[src/rtl/biriscv_mem_arbiter.sv]
// Shared memory-port arbiter for the biRISC-V fetch (I) and data (D) sides.
// Requests are issued in order to a single memory port. A small FIFO tracks
// in-flight requests so each in-order response can be steered to its source.
module biriscv_mem_arbiter #(
  parameter int unsigned MAX_OUTSTANDING = 4,
  parameter int unsigned STARVE_LIMIT    = 8
) (
  input  logic                               clk,
  input  logic                               rst_n,
  // Instruction fetch side
  input  logic                               i_rd,
  input  logic [31:0]                        i_pc,
  output logic                               i_accept,
  output logic                               i_valid,
  output logic [63:0]                        i_inst,
  // Data side
  input  logic                               d_rd,
  input  logic [3:0]                         d_wr,
  input  logic [31:0]                        d_addr,
  input  logic [31:0]                        d_wdata,
  input  logic [10:0]                        d_req_tag,
  output logic                               d_accept,
  output logic                               d_ack,
  output logic [31:0]                        d_rdata,
  output logic [10:0]                        d_resp_tag,
  // Memory side
  output logic                               mem_req,
  output logic [3:0]                         mem_we,
  output logic [31:0]                        mem_addr,
  output logic [31:0]                        mem_wdata,
  input  logic                               mem_gnt,
  input  logic                               mem_rvalid,
  input  logic [63:0]                        mem_rdata,
  // Status
  output logic [$clog2(MAX_OUTSTANDING):0]   outstanding,
  output logic                               err_o
);

  localparam int unsigned PW = $clog2(MAX_OUTSTANDING);
  localparam int unsigned CW = PW + 1;
  localparam int unsigned SW = $clog2(STARVE_LIMIT + 1);
  localparam int unsigned TW = 11;

  // One in-flight request: who asked, which 32-bit half, and the D-side tag
  typedef struct packed {
    logic          src_d;
    logic          addr2;
    logic [TW-1:0] tag;
  } entry_t;

  entry_t        r_mem [MAX_OUTSTANDING];
  logic [PW-1:0] r_wr_ptr;
  logic [PW-1:0] r_rd_ptr;
  logic [CW-1:0] r_count;
  logic [SW-1:0] r_starve;
  logic          r_err;

  logic   w_d_active;
  logic   w_any_req;
  logic   w_full;
  logic   w_empty;
  logic   w_pop;
  logic   w_can_issue;
  logic   w_starved;
  logic   w_i_win;
  logic   w_issue;
  logic   w_i_issue;
  logic   w_d_issue;
  entry_t w_head;
  entry_t w_push_entry;

  // Arbitration and issue qualification
  always_comb begin
    w_d_active   = d_rd | (|d_wr);
    w_any_req    = i_rd | w_d_active;
    w_full       = (r_count == CW'(MAX_OUTSTANDING));
    w_empty      = (r_count == '0);
    w_pop        = mem_rvalid & ~w_empty;
    // A same-cycle pop frees a slot, so a full FIFO can still take an issue
    w_can_issue  = ~w_full | w_pop;
    w_starved    = (r_starve == SW'(STARVE_LIMIT));
    w_i_win      = i_rd & (~w_d_active | w_starved);
    w_issue      = rst_n & w_any_req & w_can_issue & mem_gnt;
    w_i_issue    = w_issue & w_i_win;
    w_d_issue    = w_issue & ~w_i_win;
    w_head       = r_mem[r_rd_ptr];
    w_push_entry = '{src_d: ~w_i_win, addr2: d_addr[2], tag: d_req_tag};
  end

  // Memory-side request mux and response steering
  always_comb begin
    mem_req    = 1'b0;
    mem_we     = '0;
    mem_addr   = '0;
    mem_wdata  = '0;
    i_accept   = 1'b0;
    d_accept   = 1'b0;
    i_valid    = 1'b0;
    i_inst     = '0;
    d_ack      = 1'b0;
    d_rdata    = '0;
    d_resp_tag = '0;

    if (rst_n && w_any_req && w_can_issue) begin
      mem_req = 1'b1;
      if (w_i_win) begin
        mem_addr = i_pc;
      end else begin
        mem_addr  = d_addr;
        mem_we    = d_wr;
        mem_wdata = d_wdata;
      end
    end
    i_accept = w_i_issue;
    d_accept = w_d_issue;

    if (rst_n && w_pop) begin
      if (w_head.src_d) begin
        d_ack      = 1'b1;
        d_rdata    = w_head.addr2 ? mem_rdata[63:32] : mem_rdata[31:0];
        d_resp_tag = w_head.tag;
      end else begin
        i_valid = 1'b1;
        i_inst  = mem_rdata;
      end
    end
  end

  // Tracking FIFO payload storage (no reset needed, guarded by r_count)
  always_ff @(posedge clk) begin
    if (w_issue) begin
      r_mem[r_wr_ptr] <= w_push_entry;
    end
  end

  // FIFO pointers, occupancy, starvation counter and sticky error
  always_ff @(posedge clk or negedge rst_n) begin
    if (!rst_n) begin
      r_wr_ptr <= '0;
      r_rd_ptr <= '0;
      r_count  <= '0;
      r_starve <= '0;
      r_err    <= 1'b0;
    end else begin
      if (w_issue) begin
        r_wr_ptr <= r_wr_ptr + PW'(1);
      end
      if (w_pop) begin
        r_rd_ptr <= r_rd_ptr + PW'(1);
      end
      case ({w_issue, w_pop})
        2'b10:   r_count <= r_count + CW'(1);
        2'b01:   r_count <= r_count - CW'(1);
        default: r_count <= r_count;
      endcase
      if (!i_rd || w_i_issue) begin
        r_starve <= '0;
      end else if (w_d_issue && !w_starved) begin
        r_starve <= r_starve + SW'(1);
      end
      if (mem_rvalid && w_empty) begin
        r_err <= 1'b1;
      end
    end
  end

  assign outstanding = r_count;
  assign err_o       = r_err;

endmodule

[config.mk]
export PLATFORM = sky130hd
export DESIGN_NAME = biriscv_mem_arbiter
export DESIGN_NICKNAME = d
export VERILOG_FILES = /design/src/rtl/biriscv_mem_arbiter.sv
export SDC_FILE = /design/constraint.sdc
export NUM_CORES = 1
export LEC_CHECK = 0
export ABC_AREA = 1
export CAP_MARGIN = 20
export CORE_AREA = 4 4 140 142
export CTS_BUF_LIST = sky130_fd_sc_hd__clkbuf_4 sky130_fd_sc_hd__clkbuf_8 sky130_fd_sc_hd__clkbuf_16
export CTS_CLUSTER_SIZE = 28
export DETAILED_ROUTE_END_ITERATION = 8
export DIE_AREA = 0 0 144 146
export PLACE_DENSITY = 0.65
export SKIP_LAST_GASP = 1
export SYNTH_ARGS = -nofsm -noshare
export SYNTH_HDL_FRONTEND = slang
export SYNTH_SLANG_ARGS = --single-unit
[constraint.sdc]
create_clock -name clk -period 2.11 [get_ports clk]
set_input_delay 0.3165 -clock clk [delete_from_list [all_inputs] [get_ports clk]]
set_output_delay 0.3165 -clock clk [all_outputs]
set_load 0.01 [all_outputs]
Word-level counts from Yosys, hierarchy flattened:

Memories as Yosys holds them, arrays and structs flattened.
Index checks and enable logic that the tools add are counted.

* add/subtract/negate cells: 5
* equality and inequality tests: 4
* multiplexer cells: 23
* bitwise logic cells: 15
* reduce and logical (&&, ||, !) cells: 12

Operators with widths (number)
* 32-bit two-way mux: 7
* 64-bit two-way mux: 2
* 11-bit two-way mux: 2
* 4-bit two-way mux: 4
* 1-bit AND: 7
* 1-bit two-way mux: 7
* 3-bit one-hot mux with 2 select lines: 1
* 1-bit logical AND: 5
* 2-bit by 1-bit adder with 2-bit output, second input constant: 2
* 4-bit by 1-bit adder with 4-bit output, second input constant: 1
* 4-bit equality test, second input constant: 1
* 1-bit NOT: 4
* 1-bit OR: 4
* 2-bit nonzero test: 2
* 4-bit OR reduction: 1
* 3-bit by 1-bit adder with 3-bit output, second input constant: 1
* 3-bit equality test, second input constant: 1
* 3-bit logical NOT: 1
* 3-bit by 1-bit subtractor with 3-bit output, second input constant: 1
* 2-bit by 1-bit equality test with 1-bit output, second input constant: 1
* 2-bit equality test, second input constant: 1
* 1-bit logical NOT: 2
* 1-bit logical OR: 1

* register bits: 12
* memory bits (writable): 52
* bits of input ports: 181
* output and inout port bits: 184
* logic and storage cells: 65
* memories: 1

Memory list
* r_mem: depth 4, bits a word 13, read ports 1, clocked after Yosys merged registers in 0, wr ports 1, RTL line 51 `entry_t r_mem [MAX_OUTSTANDING];`

Depth between registers and ports, before layout:

Gate-level depths: netlist (run 1).

* depth after elaboration: 10
* depth in mapped cells: 10
* depth with buffers taken out: 10

Least setup slack after synthesis (run 1):

Ideal clock, no wire load.

* kind: flip-flop to flip-flop
* start point: reg r_count[0] (netlist: outstanding[0])
* end point: reg r_count[2] (netlist: outstanding[2])
* library setup time: 0.131 ns
* arrival: 1.813 ns
* data required time: 1.979 ns
* path slack: 0.166 ns
* cell stages (with the launch flop): 10
* path buffers: 0
* period minus slack after synthesis: 1.944 ns
* cell sequence: dfrtp_1 -> nor2_2 -> a21oi_4 -> nand3_4 -> ha_1 -> inv_1 -> fa_1 -> a21oi_1 -> o21ai_0 -> xor2_1

* word-level cells in the longest chain between the ends: 8
* elaborated cells on any way between the ends: 14
* classes of those cells: add/sub (2); eq/ne (3); mux (1); bitwise (6); reduce/logical (2)

Ends and longest elaborated chain
* from (decl): RTL line 54 `logic [CW-1:0] r_count;`
* from (signal assigned): RTL line 152 `2'b10: r_count <= r_count + CW'(1);`
* from (signal assigned): RTL line 153 `2'b01: r_count <= r_count - CW'(1);`
* from (signal assigned): RTL line 154 `default: r_count <= r_count;`
* 3-bit logical NOT: RTL line 77 `w_empty = (r_count == '0);`
* 1-bit NOT: RTL line 78 `w_pop = mem_rvalid & ~w_empty;`
* 1-bit AND: RTL line 78
* 1-bit OR: RTL line 80 `w_can_issue = ~w_full | w_pop;`
* 1-bit AND (2 in series): RTL line 83 `w_issue = rst_n & w_any_req & w_can_issue & mem_gnt;`
* 2-bit by 1-bit equality test with 1-bit output or 2-bit equality test (tied branches): RTL line 151 `case ({w_issue, w_pop})`
* 3-bit one-hot mux with 2 select lines or 2-bit nonzero test (tied branches)

Several ways; a longest one is shown, not always the timed one.
A chain may end at the register's enable or synchronous reset.

Worst setup path after layout (run 1):

* start point: reg r_rd_ptr[0]
* end point: out i_inst[13]

* word-level cells in the longest chain between the ends: 3

Ends and longest elaborated chain
* from (decl): RTL line 53 `logic [PW-1:0] r_rd_ptr;`
* from (signal assigned): RTL line 149 `r_rd_ptr <= r_rd_ptr + PW'(1);`
* memory 4 x 13 bit
* 64-bit two-way mux: RTL line 118 `if (w_head.src_d) begin`
* 64-bit two-way mux: RTL line 117 `if (rst_n && w_pop) begin`
* to (decl): RTL line 15 `output logic [63:0] i_inst,`

No other way between the ends.

==> out/metrics.cfg, run 1 <==
[synthesis]
synth_top_area_share = 0.324
synth.distinct_cells = 36
yosysTopAreaCell = edfxtp_1
yosys_warnings = 0
syn_nets = 862
ys_seq_area_frac = 0.386
syn_area_um2 = 4820
syn_area_per_cell_um2 = 7.16
synth_cells = 673
synth.area.top_cells = edfxtp_1 (32%), nor2_1 (21%), inv_1 (6.5%), dfrtp_1 (6.2%), nor3_2 (5.6%)
synth_seq_cells = 64

[layout]
area_growth_pct = 107
finalInstanceArea_um2 = 9970
final_cell_mix = nor2_1 (211), clkdlybuf4s50_1 (178), buf_2 (144), inv_1 (79), buf_4 (71)
final_common_cell = nor2_1
nets = 1305
drive_above_1_share = 0.422
fillers = 1775

[cts]
cts_root_buf = clkbuf_16
clk_pin_slew_ps = 50
cts_sinks = 64
cts_buffers = 9
h-tree-depth = 3
cts.path.max_buffers = 2
clock_latency_ps = 320
cts_tree = built

[sta]
timing.final.crit_period_ps = 2230
hold_slack_ps = 330
fin_worst_skew_ps = 3.65
worst_slew_pin_slew_ps = 391
max_freq_mhz = 449
fin_crit_sh = 1.06
rsz0062_at_grt = true
setup_viol = 103
slew_violations = 0
layout_setup_ws_ps = -119
relSlewSlack = 0.737
hold_violations = 0

[pwr]
vdd_drop_max_mv = 0.670
cellLeakagePower_nw = 4.77
p_per_area_nw_per_um2 = 865

[detailed_routing]
drtIter0Drc = 181
drc_errors = 0
ant_nets = 0
vias_per_cell = 4.44
routed-via-count = 6036
firstDrtPassIters = 4
wl_per_cell_um = 17.3
routed_wl_um = 23500

[placement]
hpwl_um = 17900
port-buffer-count = 364
postPlaceCellArea_um2 = 9210
place_ws_ps = -498
gp_congestion = 0.979

[global_route]
antenna_found_initial = 3
grt_pass1_wl_um = 33900
grt_max_degree = 29
grt.total_usage = 0.206
grt_overflow_total = 0
grt_pass1_vias = 5988

[floorplan]
die_w_um = 144
dieArea_um2 = 21000
fp.dieH_um = 146
fp.coreArea_um2 = 18500
rows = 50
boundaryPins = 365
start_util = 0.261

[setup_path]
critPathBufInv = 6
critical_path.slowest_cell = dfrtp_2
critPathKind = reg -> out
max_stage_delay_ps = 450
start_kind = register
critPathMaxFanout = 7
cp.required_ps = 1790
critPathTopFamily = buffers and inverters
cp-end-kind = primary output
cp_cell_sequence = clkinv_4, nand2_2, a32oi_2, buf_6, nor2_4, inv_8, buf_8, buf_4, nor2_1, buf_2
crit_arrival_ps = 1910

[run_status]
outcome = complete, but fails checks
violations = setup timing

[worst_hold_path]
min_path_type = in -> async

[run]
drv_cap = 0

layer usage:
metal | up-vias | GRT usage | part of all wire
li1 | 2991 | - | -
met1 | 2776 | 0.239 | 0.38
met2 | 243 | 0.359 | 0.50
met3 | 26 | 0.0716 | 0.097
met4 | 0 | 0.0523 | 0.016
met5 | - | 0 | 0
synth_stat cells (all sizes together):
library cell / count
a21oi: 15
a31o: 1
a32oi: 1
and2: 1
buf: 31
clkbuf: 9
clkinv: 1
dfrtp: 12
edfxtp: 52
fa: 1
ha: 7
inv: 88
nand2: 58
nand3: 9
nand3b: 1
nand4: 1
nor2: 289
nor3: 31
o21ai: 58
xnor2: 1
xor2: 6
final timing paths:
| kind | from | end | slack, ps | depth (start not counted) |
|---|---|---|---|---|
| worst max-delay path | r_rd_ptr[0] | i_inst[13] | -120 | 10 |
| worst min register to register | err_o | err_o | 480 | 1 |
| worst min-delay path | rst_n | outstanding[2] | 330 | 2 |
| min in group clk | i_rd | r_starve[1] | 390 | 4 |
| worst max register to register | outstanding[0] | outstanding[2] | 60 | 11 |
| max in group asynchronous | rst_n | r_rd_ptr[0] | 1600 | 2 |
sequential cells by signal (all words and copies together), names as in the netlist:
| register | flops |
|---|---|
| r_rd_ptr | 2 |
| outstanding | 3 |
| err_o | 1 |
| r_mem | 52 |
| r_wr_ptr | 2 |
| r_starve | 4 |
kinds of logic after synthesis:
| group | Yosys count | share of synthesized area |
|---|---|---|
| compound gates | 75 | 0.0919 |
| xor+xnor | 7 | 0.0127 |
| fa+ha+maj | 8 | 0.0223 |
| buf+inv | 129 | 0.126 |
| flops | 64 | 0.386 |
| simple gates | 390 | 0.360 |
area by class of cell:
class	instances	area [µm²]	area share
well taps	234	293	0.0294
clock inverters	4	68.8	0.00690
inverters	89	367	0.0368
repair buffers	471	4230	0.424
flip-flops and latches	64	1860	0.187
multi-input cells	480	2890	0.290
clock buffers	12	248	0.0249
diodes	3	7.51	0.000753
repair inverters	1	6.26	0.000628
repair_timing:
| item | in CTS | in global routing |
|---|---|---|
| setup endpoints to repair | 180 | 180 |
| resized for setup | 722 | 261 |
| hold buffers | 0 | 0 |
| setup buffers | 15 | 11 |
| pin swaps | 16 | 48 |
| endpoints found under the hold margin | 0 | 0 |
| cloned | 7 | 5 |
metrics by stage:
| step | utilization | setup TNS [ps] | power, mW | cells |
|---|---|---|---|---|
| final | 0.540 | -4890 | 8.62 | 1358 |
| after global placement | 0.499 | -70630 | 6.35 | 1305 |
| after global routing | 0.540 | -20090 | 9.20 | 1358 |
| after floorplan | - | 0 | 3.94 | 673 |
| after detailed placement | 0.499 | -72940 | 6.38 | 1305 |
| after CTS | 0.525 | -13580 | 8.29 | 1343 |
report_power, final:
part | internal, mW | leakage (nW) | total [mW] | switching, mW
combinational | 2.56 | 4.00 | 5.40 | 2.84
clock | 1.07 | 0.158 | 1.56 | 0.492
sequential | 1.56 | 0.612 | 1.66 | 0.106
total | 5.19 | 4.77 | 8.62 | 3.44
No activity file was read; power rests on OpenSTA's default activity.
==> run 2: changes to the inputs <==
- CORE_AREA: 4 4 140 142 -> default
- CORE_MARGIN: default -> 4
- CORE_UTILIZATION: default -> 26
- DIE_AREA: 0 0 144 146 -> default
- PLACE_DENSITY: 0.65 -> default
==> run 2 against run 1 <==
Effect of this change: the flow still finishes with violations (setup timing); non-clock buffer count is 68 higher; worst setup slack got worse by 130 ps; wire length rose by 5.0%; critical path type unchanged; count of clock-buffer cells in the layout is 3 lower; hold slack better by 23 ps; maximum frequency is 5.5% lower; final area up 8.3%; sequential share of layout area fell by 1.4 points; global-route usage increased by 0.25 points; first-iteration DRC count grew 52%; highest routed layer unchanged.
==> out/metrics.cfg, run 2 (same netlist as run 1, synthesis figures left out) <==
[cts]
cts_root_buf = clkbuf_16
h-tree-depth = 3
clk_pin_slew_ps = 50
cts_buffers = 9
cts.path.max_buffers = 2
cts_hold_buf = 0
cts_tree = built
cts_sinks = 64
clock_latency_ps = 320

[sta]
fin_worst_skew_ps = 5.74
fin_crit_sh = 1.12
timing.final.crit_period_ps = 2360
rsz0062_at_grt = true
relSlewSlack = 0.730
layout_setup_ws_ps = -248
setup_viol = 158
worst_slew_pin_slew_ps = 401
slew_violations = 0
max_freq_mhz = 424
hold_violations = 0

[floorplan]
fp.dieH_um = 144
rows = 49
die_w_um = 144
fp.coreArea_um2 = 18100
boundaryPins = 365
dieArea_um2 = 20800
start_util = 0.266

[setup_path]
crit_arrival_ps = 2040
critical_path.slowest_cell = dfrtp_1
max_stage_delay_ps = 380
cp-end-kind = primary output
start_kind = register
cp_cell_sequence = inv_2, ha_4, nand3b_1, nand2_2, nand2_4, buf_8, buf_6, clkbuf_16, buf_4, o21ai_2, nor2_1, buf_2
critPathKind = reg -> out
cp.required_ps = 1790
rr_worst_depth = 11
r2r-end = outstanding[2]
critPathMaxFanout = 4
r2r_setup_slack_ps = 150
crit-reg2reg-launch = outstanding[2]

[placement]
postPlaceCellArea_um2 = 9190
place_ws_ps = -493
port-buffer-count = 364
hpwl_um = 17800
dp_cells = 1300
gp_congestion = 0.836

[run_status]
violations = setup timing
outcome = complete, but fails checks

[pwr]
p_int_mw = 5.34
sequentialPowerShare = 0.183
switching_share = 0.411
p_per_area_nw_per_um2 = 840
cellLeakagePower_nw = 5.16
pwr-share-comb = 0.672
power_switching_mw = 3.73
vdd_drop_max_mv = 0.861
p_clk_frac = 0.145

[layout]
finalInstanceArea_um2 = 10800
multi_input_area_um2 = 3040
fin_util = 0.597
nets = 1373
fin_cells = 1420
seq_area_um2 = 1860
final_cell_mix = nor2_1 (221), clkdlybuf4s50_1 (181), buf_2 (143), buf_4 (92), inv_1 (78)
area_growth_pct = 124
drive_above_1_share = 0.473
final_common_cell = nor2_1
fillers = 1641
largest_reg_flops = 52
regMostFlops = r_mem

[detailed_routing]
routed_wl_um = 24700
wl_per_cell_um = 17.4
drc_errors = 0
routed-via-count = 6314
vias_per_cell = 4.45
drtIter0Drc = 276
ant_nets = 0
firstDrtPassIters = 4

[global_route]
grt_overflow_total = 0
grt_max_degree = 23
grt_use_met2 = 0.378
use_met1 = 0.244
grt.total_usage = 0.208
grt_pass1_vias = 6116
grt_use_met3 = 0.0572
antenna_found_initial = 1
grt-busiest-layer = met2
grt_pass1_wl_um = 33600

[worst_hold_path]
min_path_type = in -> async

[run]
drv_cap = 0

[run 2: changes by cell type in the layout (fill, tap and decap cells not counted), sizes merged, moves of 2 or more]
cell           before  now
buf               278  341
clkinv              4    7
bufinv              2    0
dlygate4sd2         4    2
clkinvlp            0    3
inv                88   86
clkdlybuf4s50     178  181
[run 2: power groups by stage]
| stage | clock network, mW | logic, mW | registers [mW] |
|---|---|---|---|
| 3_3_place_gp | 0 | 4.61 | 1.67 |
| 3_5_place_dp | 0 | 4.66 | 1.68 |
| 5_1_grt | 1.40 | 6.55 | 1.68 |
| 6_report | 1.32 | 6.09 | 1.66 |
| 4_1_cts | 1.34 | 5.20 | 1.66 |
| 2_1_floorplan | 0 | 2.27 | 1.67 |
[run 2: what timing repair did]
item	4_1_cts	5_1_grt
endpoints found under the setup margin	180	180
cloned	10	4
endpoints found under the hold margin	0	0
buffers inserted	61	40
resized for setup	543	512
pin swaps	15	42
[run 2: stage by stage]
step	TNS, ps	hold slack [ps]	total power, mW
floorplan	0	20.9	3.94
global placement	-67010	467	6.28
detailed placement	-71210	466	6.34
CTS	-43760	325	8.19
global route	-38650	392	9.63
finish	-22160	353	9.07
[run 2: worst max-delay path, delay by kind of cell, from the launching register on]
family / cells / cell delay [ps]
buffers and inverters: 6 / 730
AND/OR/NAND/NOR: 4 / 350
AO/OA/AOI/OAI: 1 / 100
flip-flops: 1 / 380
adder cells (fa/ha/maj): 1 / 130
[run 2: layer usage]
layer | up-vias | share of wire
met5 | - | 0
li1 | 3124 | -
met2 | 264 | 0.53
met3 | 30 | 0.081
met4 | 0 | 0.021
met1 | 2896 | 0.37
[run 2: area by class of cell]
type / count / area share
antenna: 2 / 0.000464
clock buffer: 9 / 0.0209
clock inverter: 7 / 0.00452
inverter: 89 / 0.0344
multi-input combinational: 481 / 0.281
sequential: 64 / 0.173
tap: 229 / 0.0265
timing repair buffer: 539 / 0.459
[run 2: worst max path at each step]
stage | end | depth (start not counted) | start
floorplan | outstanding[2] | 9 | outstanding[0]
finish | mem_addr[4] | 12 | r_starve[0]
global placement | i_inst[60] | 9 | rst_n
global route | i_inst[2] | 11 | r_rd_ptr[0]
detailed placement | i_inst[51] | 9 | mem_rvalid
CTS | d_rdata[18] | 8 | r_rd_ptr[0]
